==> config.mk <==
export PLATFORM = sky130hd
export DESIGN_NAME = lfsr_step_ctrl
export DESIGN_NICKNAME = d
export VERILOG_FILES = /design/src/rtl/lfsr_step_ctrl.sv
export SDC_FILE = /design/constraint.sdc
export NUM_CORES = 1
export LEC_CHECK = 0
export ABC_AREA = 1
export BUFFER_PORTS_ARGS = -buffer_cell sky130_fd_sc_hd__buf_4
export CAP_MARGIN = 20
export CORE_MARGIN = 1
export CORE_UTILIZATION = 55
export CTS_CLUSTER_SIZE = 40
export DETAILED_ROUTE_END_ITERATION = 10
export PLACE_DENSITY = 0.74
export SKIP_LAST_GASP = 1
export SLEW_MARGIN = 20
export SYNTH_ARGS = -nofsm -noshare
export SYNTH_HDL_FRONTEND = slang
export SYNTH_SLANG_ARGS = --single-unit
==> constraint.sdc <==
create_clock -name clk -period 2.2 [get_ports clk]
set_clock_uncertainty 0.1 [all_clocks]
set_input_delay 0.22 -clock clk [delete_from_list [all_inputs] [get_ports clk]]
set_output_delay 0.22 -clock clk [all_outputs]
set_load 0.02 [all_outputs]
==> src/rtl/lfsr_step_ctrl.sv <==
// Front-panel controller for an 8-bit shift-register generator: debounces
// the step button and the load/auto switches, sequences the generator's
// en/din pins, counts steps and shows the generator value on two digits.
// Latency: raw input edge to debounced level is 2 + DB_MAX cycles. The
// request pulse follows one cycle later, and the STEP/LOAD state one cycle
// after that.
// Backpressure: none. Requests that arrive while a LOAD or STEP is in
// progress are dropped, not queued.
// Ports:
//   clk, rst_n        - system clock, async active-low reset
//   btn, load_sw,     - raw asynchronous panel inputs
//   auto_sw
//   seed              - value loaded on a load_sw rising edge
//   lfsr_q            - generator output fed back
//   lfsr_en, lfsr_din - generator control (din is loaded whenever en is 0)
//   step_cnt          - steps since the last load
//   hex1, hex0        - active-low 7-segment codes (bit0=a .. bit6=g)
module lfsr_step_ctrl #(
  parameter int DB_MAX  = 500000,
  parameter int DB_W    = 19,
  parameter int RUN_DIV = 25000000,
  parameter int RUN_W   = 25
) (
  input  logic       clk,
  input  logic       rst_n,
  input  logic       btn,
  input  logic       load_sw,
  input  logic       auto_sw,
  input  logic [7:0] seed,
  input  logic [7:0] lfsr_q,
  output logic       lfsr_en,
  output logic [7:0] lfsr_din,
  output logic [7:0] step_cnt,
  output logic [6:0] hex1,
  output logic [6:0] hex0
);

  localparam logic [DB_W-1:0]  DB_LAST  = DB_W'(DB_MAX - 1);
  localparam logic [RUN_W-1:0] RUN_LAST = RUN_W'(RUN_DIV - 1);

  typedef enum logic [1:0] {INIT, IDLE, LOAD, STEP} state_t;

  // Bit 0 = btn, bit 1 = load_sw, bit 2 = auto_sw
  logic [2:0]      raw;
  logic [2:0]      sync1;
  logic [2:0]      sync2;
  logic [2:0]      db;
  logic [2:0]      db_d;
  logic [DB_W-1:0] db_cnt [3];

  logic [RUN_W-1:0] run_cnt;
  logic             step_req;
  logic             load_req;
  logic             run_req;

  state_t state;
  state_t state_nxt;

  assign raw = {auto_sw, load_sw, btn};

  // Two-flop synchronisers followed by per-input debouncers. The debounced
  // level changes only after the synchronised input has disagreed with it
  // for DB_MAX consecutive cycles.
  always_ff @(posedge clk or negedge rst_n) begin
    if (!rst_n) begin
      sync1 <= '0;
      sync2 <= '0;
      db    <= '0;
      db_d  <= '0;
      for (int i = 0; i < 3; i++) begin
        db_cnt[i] <= '0;
      end
    end else begin
      sync1 <= raw;
      sync2 <= sync1;
      db_d  <= db;
      for (int i = 0; i < 3; i++) begin
        if (sync2[i] == db[i]) begin
          db_cnt[i] <= '0;
        end else if (db_cnt[i] == DB_LAST) begin
          db[i]     <= sync2[i];
          db_cnt[i] <= '0;
        end else begin
          db_cnt[i] <= db_cnt[i] + 1'b1;
        end
      end
    end
  end

  assign step_req = db[0] & ~db_d[0];
  assign load_req = db[1] & ~db_d[1];

  // Auto-run divider: free-runs only while the debounced switch is on.
  always_ff @(posedge clk or negedge rst_n) begin
    if (!rst_n) begin
      run_cnt <= '0;
    end else if (!db[2] || run_cnt == RUN_LAST) begin
      run_cnt <= '0;
    end else begin
      run_cnt <= run_cnt + 1'b1;
    end
  end

  assign run_req = db[2] && (run_cnt == RUN_LAST);

  always_ff @(posedge clk or negedge rst_n) begin
    if (!rst_n) begin
      state <= INIT;
    end else begin
      state <= state_nxt;
    end
  end

  // lfsr_din defaults to lfsr_q so the generator holds its value whenever
  // it is not being stepped or loaded. INIT drives the seed, so the
  // generator keeps loading it for as long as reset is held.
  always_comb begin
    state_nxt = state;
    lfsr_en   = 1'b0;
    lfsr_din  = lfsr_q;
    case (state)
      INIT: begin
        lfsr_din  = seed;
        state_nxt = LOAD;
      end
      IDLE: begin
        if (load_req) begin
          state_nxt = LOAD;
        end else if (step_req || run_req) begin
          state_nxt = STEP;
        end
      end
      LOAD: begin
        lfsr_din  = seed;
        state_nxt = IDLE;
      end
      STEP: begin
        lfsr_en   = 1'b1;
        state_nxt = IDLE;
      end
      default: state_nxt = INIT;
    endcase
  end

  always_ff @(posedge clk or negedge rst_n) begin
    if (!rst_n) begin
      step_cnt <= 8'h00;
    end else if (state == LOAD) begin
      step_cnt <= 8'h00;
    end else if (state == STEP) begin
      step_cnt <= step_cnt + 8'd1;
    end
  end

  function automatic logic [6:0] seg7(input logic [3:0] nib);
    logic [6:0] s;
    case (nib)
      4'h0: s = 7'b1000000;
      4'h1: s = 7'b1111001;
      4'h2: s = 7'b0100100;
      4'h3: s = 7'b0110000;
      4'h4: s = 7'b0011001;
      4'h5: s = 7'b0010010;
      4'h6: s = 7'b0000010;
      4'h7: s = 7'b1111000;
      4'h8: s = 7'b0000000;
      4'h9: s = 7'b0010000;
      4'hA: s = 7'b0001000;
      4'hB: s = 7'b0000011;
      4'hC: s = 7'b1000110;
      4'hD: s = 7'b0100001;
      4'hE: s = 7'b0000110;
      default: s = 7'b0001110;
    endcase
    return s;
  endfunction

  always_ff @(posedge clk or negedge rst_n) begin
    if (!rst_n) begin
      hex1 <= 7'h7F;
      hex0 <= 7'h7F;
    end else begin
      hex1 <= seg7(lfsr_q[7:4]);
      hex0 <= seg7(lfsr_q[3:0]);
    end
  end

endmodule

* Word level (Yosys, flattened, before mapping)
Memory sizes are Yosys's and may differ from the RTL's. A register that Yosys moved wholly into a read port is not among the register bits. Index checks and enable logic that the tools add are counted.
Word-level totals: flip-flop bits (word level) 103, ROM bits 224, input bits 21, output and inout bits 31, word-level logic and storage cells 64, memories kept 2
Memory list:
- (name not given) | depth 16, bits a word 7, read ports 1, clocked after Yosys merged registers in 1, wr ports 0, RTL line 157 | case (nib)
- (name not given) | depth 16, bits a word 7, read ports 1, clocked after Yosys merged registers in 1, wr ports 0, RTL line 157
Cells by class: add/sub/neg operators 5, equal/unequal tests 11, mux-type cells 14, bitwise logic cells 7, reductions and logical operators 13
Operators by type and width (count):
- two-way mux 19 bit | 6
- adder 19 x 1 -> 19 bit (second input constant) | 3
- equality test 19 bit (second input constant) | 3
- adder 25 x 1 -> 25 bit (second input constant) | 1
- equality test 25 bit (second input constant) | 1
- two-way mux 25 bit | 1
- two-way mux 8 bit | 3
- adder 8 x 1 -> 8 bit (second input constant) | 1
- one-hot mux 2 bit (3 select lines) | 1
- AND reduction 2 bit | 3
- inverter 1 bit | 5
- equality test 2 bit (second input constant) | 2
- two-way mux 2 bit | 2
- OR reduction 2 bit | 2
- equality test 1 bit | 3
- logical NOT 1 bit | 3
- inequality test 3 bit (second input constant) | 1
- bitwise AND 1 bit | 2
- equality test 2 x 1 -> 1 bit (second input constant) | 1
- logical NOT 2 bit | 1
- logical OR 1 bit | 2
- nonzero test 2 bit | 1
- logical AND 1 bit | 1
- two-way mux 1 bit | 1

* Logic depth before layout (Yosys ltp)
word-level depth 6, depth in mapped cells 9, mapped depth without buffers 9

* Least setup slack after synthesis
Ideal clock, no wire load.
path kind register -> register, start point register run_cnt[0], end point register run_cnt[13], setup time 0.119 ns, arrival time 1.334 ns, required time 1.981 ns, setup slack 0.647 ns, stages on the path, launching flop included 10, buffers on the path 1, period minus slack after synthesis 1.553 ns, path through dfrtp_1 ha_1 nand3_2 inv_2 nand2_1 nor2_2 nand2_1 nand2_4 buf_6 nor2_1
On the way: cells in the longest elaborated chain, start to end 3
Ends and longest elaborated chain:
- start, declared | RTL line 51 | logic [RUN_W-1:0] run_cnt;
- start signal, assigned | RTL line 100 | run_cnt <= run_cnt + 1'b1;
- parallel branches: the longest is 2 deep, another holds adder 25 x 1 -> 25 bit
- two-way mux 25 bit (*) | RTL line 97 | end else if (!db[2] || run_cnt == RUN_LAST) begin
Every way passes the cells marked *. A chain may end at the register's enable or synchronous reset.

* Worst setup path after layout
start point register state[0], end point output port lfsr_din[7]
On the way: cells in the longest elaborated chain, start to end 3
Ends and longest elaborated chain:
- start, declared | RTL line 56 | state_t state;
- start signal, assigned | RTL line 110 | state <= state_nxt;
- equality test 2 bit / logical NOT 2 bit (equally long branches) | RTL line 121 | case (state)
- OR reduction 2 bit (no line) (*)
- two-way mux 8 bit (*) | RTL line 121
- end, declared | RTL line 32 | output logic [7:0] lfsr_din,
Every way passes the cells marked *; elsewhere a longest branch is shown, timed or not.

==> impl_metrics.tcl <==
set metrics [dict create \
    n_fill_cell 946 \
    cp_slowest_stage_delay_ps 430 \
    cap_violations 0 \
    worst_pin_slew_ps 517 \
    track_usage_pct 24.0 \
    post_cts_buffers 0 \
    die_w_um 110 \
    critical-path-top-delay-family "buffers and inverters" \
    wl_per_cell_um 12.5 \
    path_cells "inv_1, nand2_1, o21ai_0, buf_4" \
    synth.net_count 902 \
    ys_types 40 \
    rsz0062_at_grt "no" \
    place_congestion 0.876 \
    path_clk_slew_ps 50 \
    path_class "reg -> out" \
    start_util_pct 56.5 \
    regToRegSetupSlack_ps 470 \
    reg2reg_depth 8 \
    finalWorstSetupSlack_ps 386 \
    grt_remaining_overflow 0 \
    fin_tns_setup_ps 0 \
    hold_viol_final 0 \
    worst-path-buf-inv 2 \
    synth_top_cell_by_area "dfrtp_1" \
    synth_area_leaders "dfrtp_1 (40%), nor2_1 (12%), nand2_1 (11%), dfstp_2 (5.7%), inv_1 (5.1%)" \
    max-slew-margin-rel_pct 65.5 \
    hold_start "lfsr_q[1]" \
    io_pins 52 \
    fmax_mhz 551 \
    min_period_over_period_pct 82.4 \
    finalMaxSlewViolations 0 \
    crit_path_start_kind "register" \
    numPlacedInstances 1055 \
    hold_depth 3 \
    drt_iter0_markers 495 \
    grt_max_degree 39 \
    dr.pass1.iters 7 \
    area_growth_pct 20.3 \
    dieHeight_um 110 \
    finalCriticalPeriod_ps 1810 \
    multiInputGateArea_um2 3140 \
    timing.rr.start "run_cnt[0]$_DFF_PN0_" \
    clock_latency_ps 420 \
    startpoint "state[0]$_DFFE_PN0P_" \
    vias_per_cell 5.08 \
    nNetsFinal 979 \
    final-seq-area_um2 2950 \
    cp.required_ps 1880 \
    vias 5574 \
    rows 39 \
    ys_seq_area_share_pct 45.5 \
    portBuffers 51 \
    drc 0 \
    avgSynthCellArea_um2 7.49 \
    cts_htree_levels 4 \
    yosysTopAreaCellShare_pct 39.8 \
    clock-root-buffer "clkbuf_16" \
    irDropWorstVdd_v 0.000685 \
    antenna_found_initial 0 \
    cts_inserted_buffers 17 \
    drive_above_1_share_pct 13.1 \
    cp-end-kind "output pin" \
    grt_pass1_wl_um 23500 \
    place_ws_ps 457 \
    ctsLongestPathBuffers 2 \
    finalSetupViolations 0 \
    design.core.area_um2 11500 \
    synth_area_um2 6470 \
    yosys_register_bits 117 \
    powerDensity_nw_per_um2 703 \
    timing.rr.end "run_cnt[17]$_DFF_PN0_" \
    cp_data_arrival_time_ps 1490 \
    dp_hpwl_um 9810 \
    dieArea_um2 12200 \
    synth_warnings 0 \
    cts_num_sinks 117 \
    ant_nets 0 \
    syn_inst 864 \
    run_status "completed" \
    worstHoldEndpoint "hex0[1]$_DFF_PN1_" \
    diodes 0 \
    cts_tree "done" \
    first_global_vias 5150 \
    p_leak_uw 0.00339 \
    routed_wl_um 13700 \
    hold_class "in -> reg" \
    cts_resized 0 \
    worst-path-max-fanout 16 \
    cp_slowest_cell "dfrtp_1" \
    finalNonFillerCells 1097 \
]
==> synth_stat cells <==
library cell,n
o21bai_2,1
dfstp_2,14
a21boi_0,1
nor3_1,10
o21ai_0,30
inv_2,2
nand2_2,3
a21oi_1,23
buf_6,2
a32oi_1,1
nand2_4,1
nor2_4,2
a22o_1,1
nand4_1,10
or2_2,1
buf_2,1
nor3_4,1
a31oi_1,2
o31ai_1,3
xnor2_1,9
inv_1,88
nor2_1,215
nor3_2,1
o21bai_1,1
a211oi_1,2
o21ai_2,1
nand3b_1,2
xor2_1,30
and2_1,2
clkbuf_1,5
ha_1,17
nor3b_1,3
nand3_1,66
clkinv_1,1
nand2_1,197
nand3_2,5
nor2_2,5
dfrtp_1,103
o211ai_1,1
clkbuf_2,1
==> sequential cells by signal (all words and copies together) (netlist names) <==
| signal | cells |
|---|---|
| hex1 | 7 |
| state | 2 |
| hex0 | 7 |
| db | 3 |
| run_cnt | 25 |
| step_cnt | 8 |
| db_d | 2 |
| sync2 | 3 |
| sync1 | 3 |
| db_cnt | 57 |
==> timing repair <==
action                                  4_1_cts  5_1_grt
hold buffers                                 10        0
hold endpoints to repair                     41        0
endpoints found under the setup margin        0        0
==> per-layer routing <==
| metal | part of all wire [%] | global-route usage, % | wire, um | vias to the layer above |
|---|---|---|---|---|
| met5 | 0 | 0 | 0 | - |
| met4 | 1.6 | 9.60 | 216 | 0 |
| met3 | 7.2 | 8.89 | 983 | 20 |
| met2 | 45 | 36.2 | 6100 | 163 |
| met1 | 47 | 31.2 | 6370 | 2514 |
| li1 | - | - | - | 2877 |
==> stage by stage <==
| stage | total power (uW) | util [%] | instance area (um^2) | hold WS (ps) |
|---|---|---|---|---|
| after global placement | 2560 | 61.5 | 7050 | 131 |
| after global routing | 5660 | 67.9 | 7790 | 76.7 |
| after CTS | 5530 | 67.9 | 7790 | 47.5 |
| after detailed placement | 2560 | 61.5 | 7050 | 134 |
| after floorplan | 2400 | - | 6470 | -176 |
| final | 5480 | 67.9 | 7790 | 58.4 |
==> worst max path at each step <==
| stage | slack (ps) | endpoint | cells after the start |
|---|---|---|---|
| 5_1_grt | 210 | lfsr_din[3] | 4 |
| 3_5_place_dp | 460 | run_cnt[17]$_DFF_PN0_ | 8 |
| 6_report | 390 | lfsr_din[7] | 4 |
| 4_1_cts | 350 | lfsr_din[7] | 4 |
| 2_1_floorplan | 650 | run_cnt[13]$_DFF_PN0_ | 9 |
| 3_3_place_gp | 510 | run_cnt[15]$_DFF_PN0_ | 8 |
==> kinds of logic (layout without fill, tap and decap cells) <==
family	count (synthesis)	in the layout	synth area share (%)
and+or+nand+nor	524	524	34.1
DFF	117	117	45.5
buffers and inverters	100	190	6.07
AOI/OAI and AO/OA	67	67	5.80
xor gates and xnor gates	39	39	5.28
adders and majority gates	17	17	3.29
==> cells in the final DEF, fill, tap and decap left out, types with 14 or more instances in the layout <==
cell type    n
buf_4       55
nand3_1     66
ha_1        17
inv_1       88
xor2_1      30
a21oi_1     23
nor2_1     215
nand2_1    197
clkbuf_16   17
o21ai_0     30
dfrtp_1    103
dfstp_2     14
==> area by class of cell <==
cell class,count,area share [%]
multi-input combinational,647,40.3
timing repair buffer,67,7.10
inverter,91,4.39
sequential,117,37.8
clock inverter,12,2.28
clock buffer,20,5.86
tap,143,2.30
==> tightest hold or removal path: stages <==
cell and delay, ps:
buf_4 130, o21ai_0 150, a21oi_1 70
==> where the power goes <==
part           switching (uW)  internal [uW]  total, uW
Combinational             186            123        309
Clock                     986           1950       2940
Sequential               20.6           2210       2230
Total                    1190           4280       5480
(Power assumes the default switching activity.)
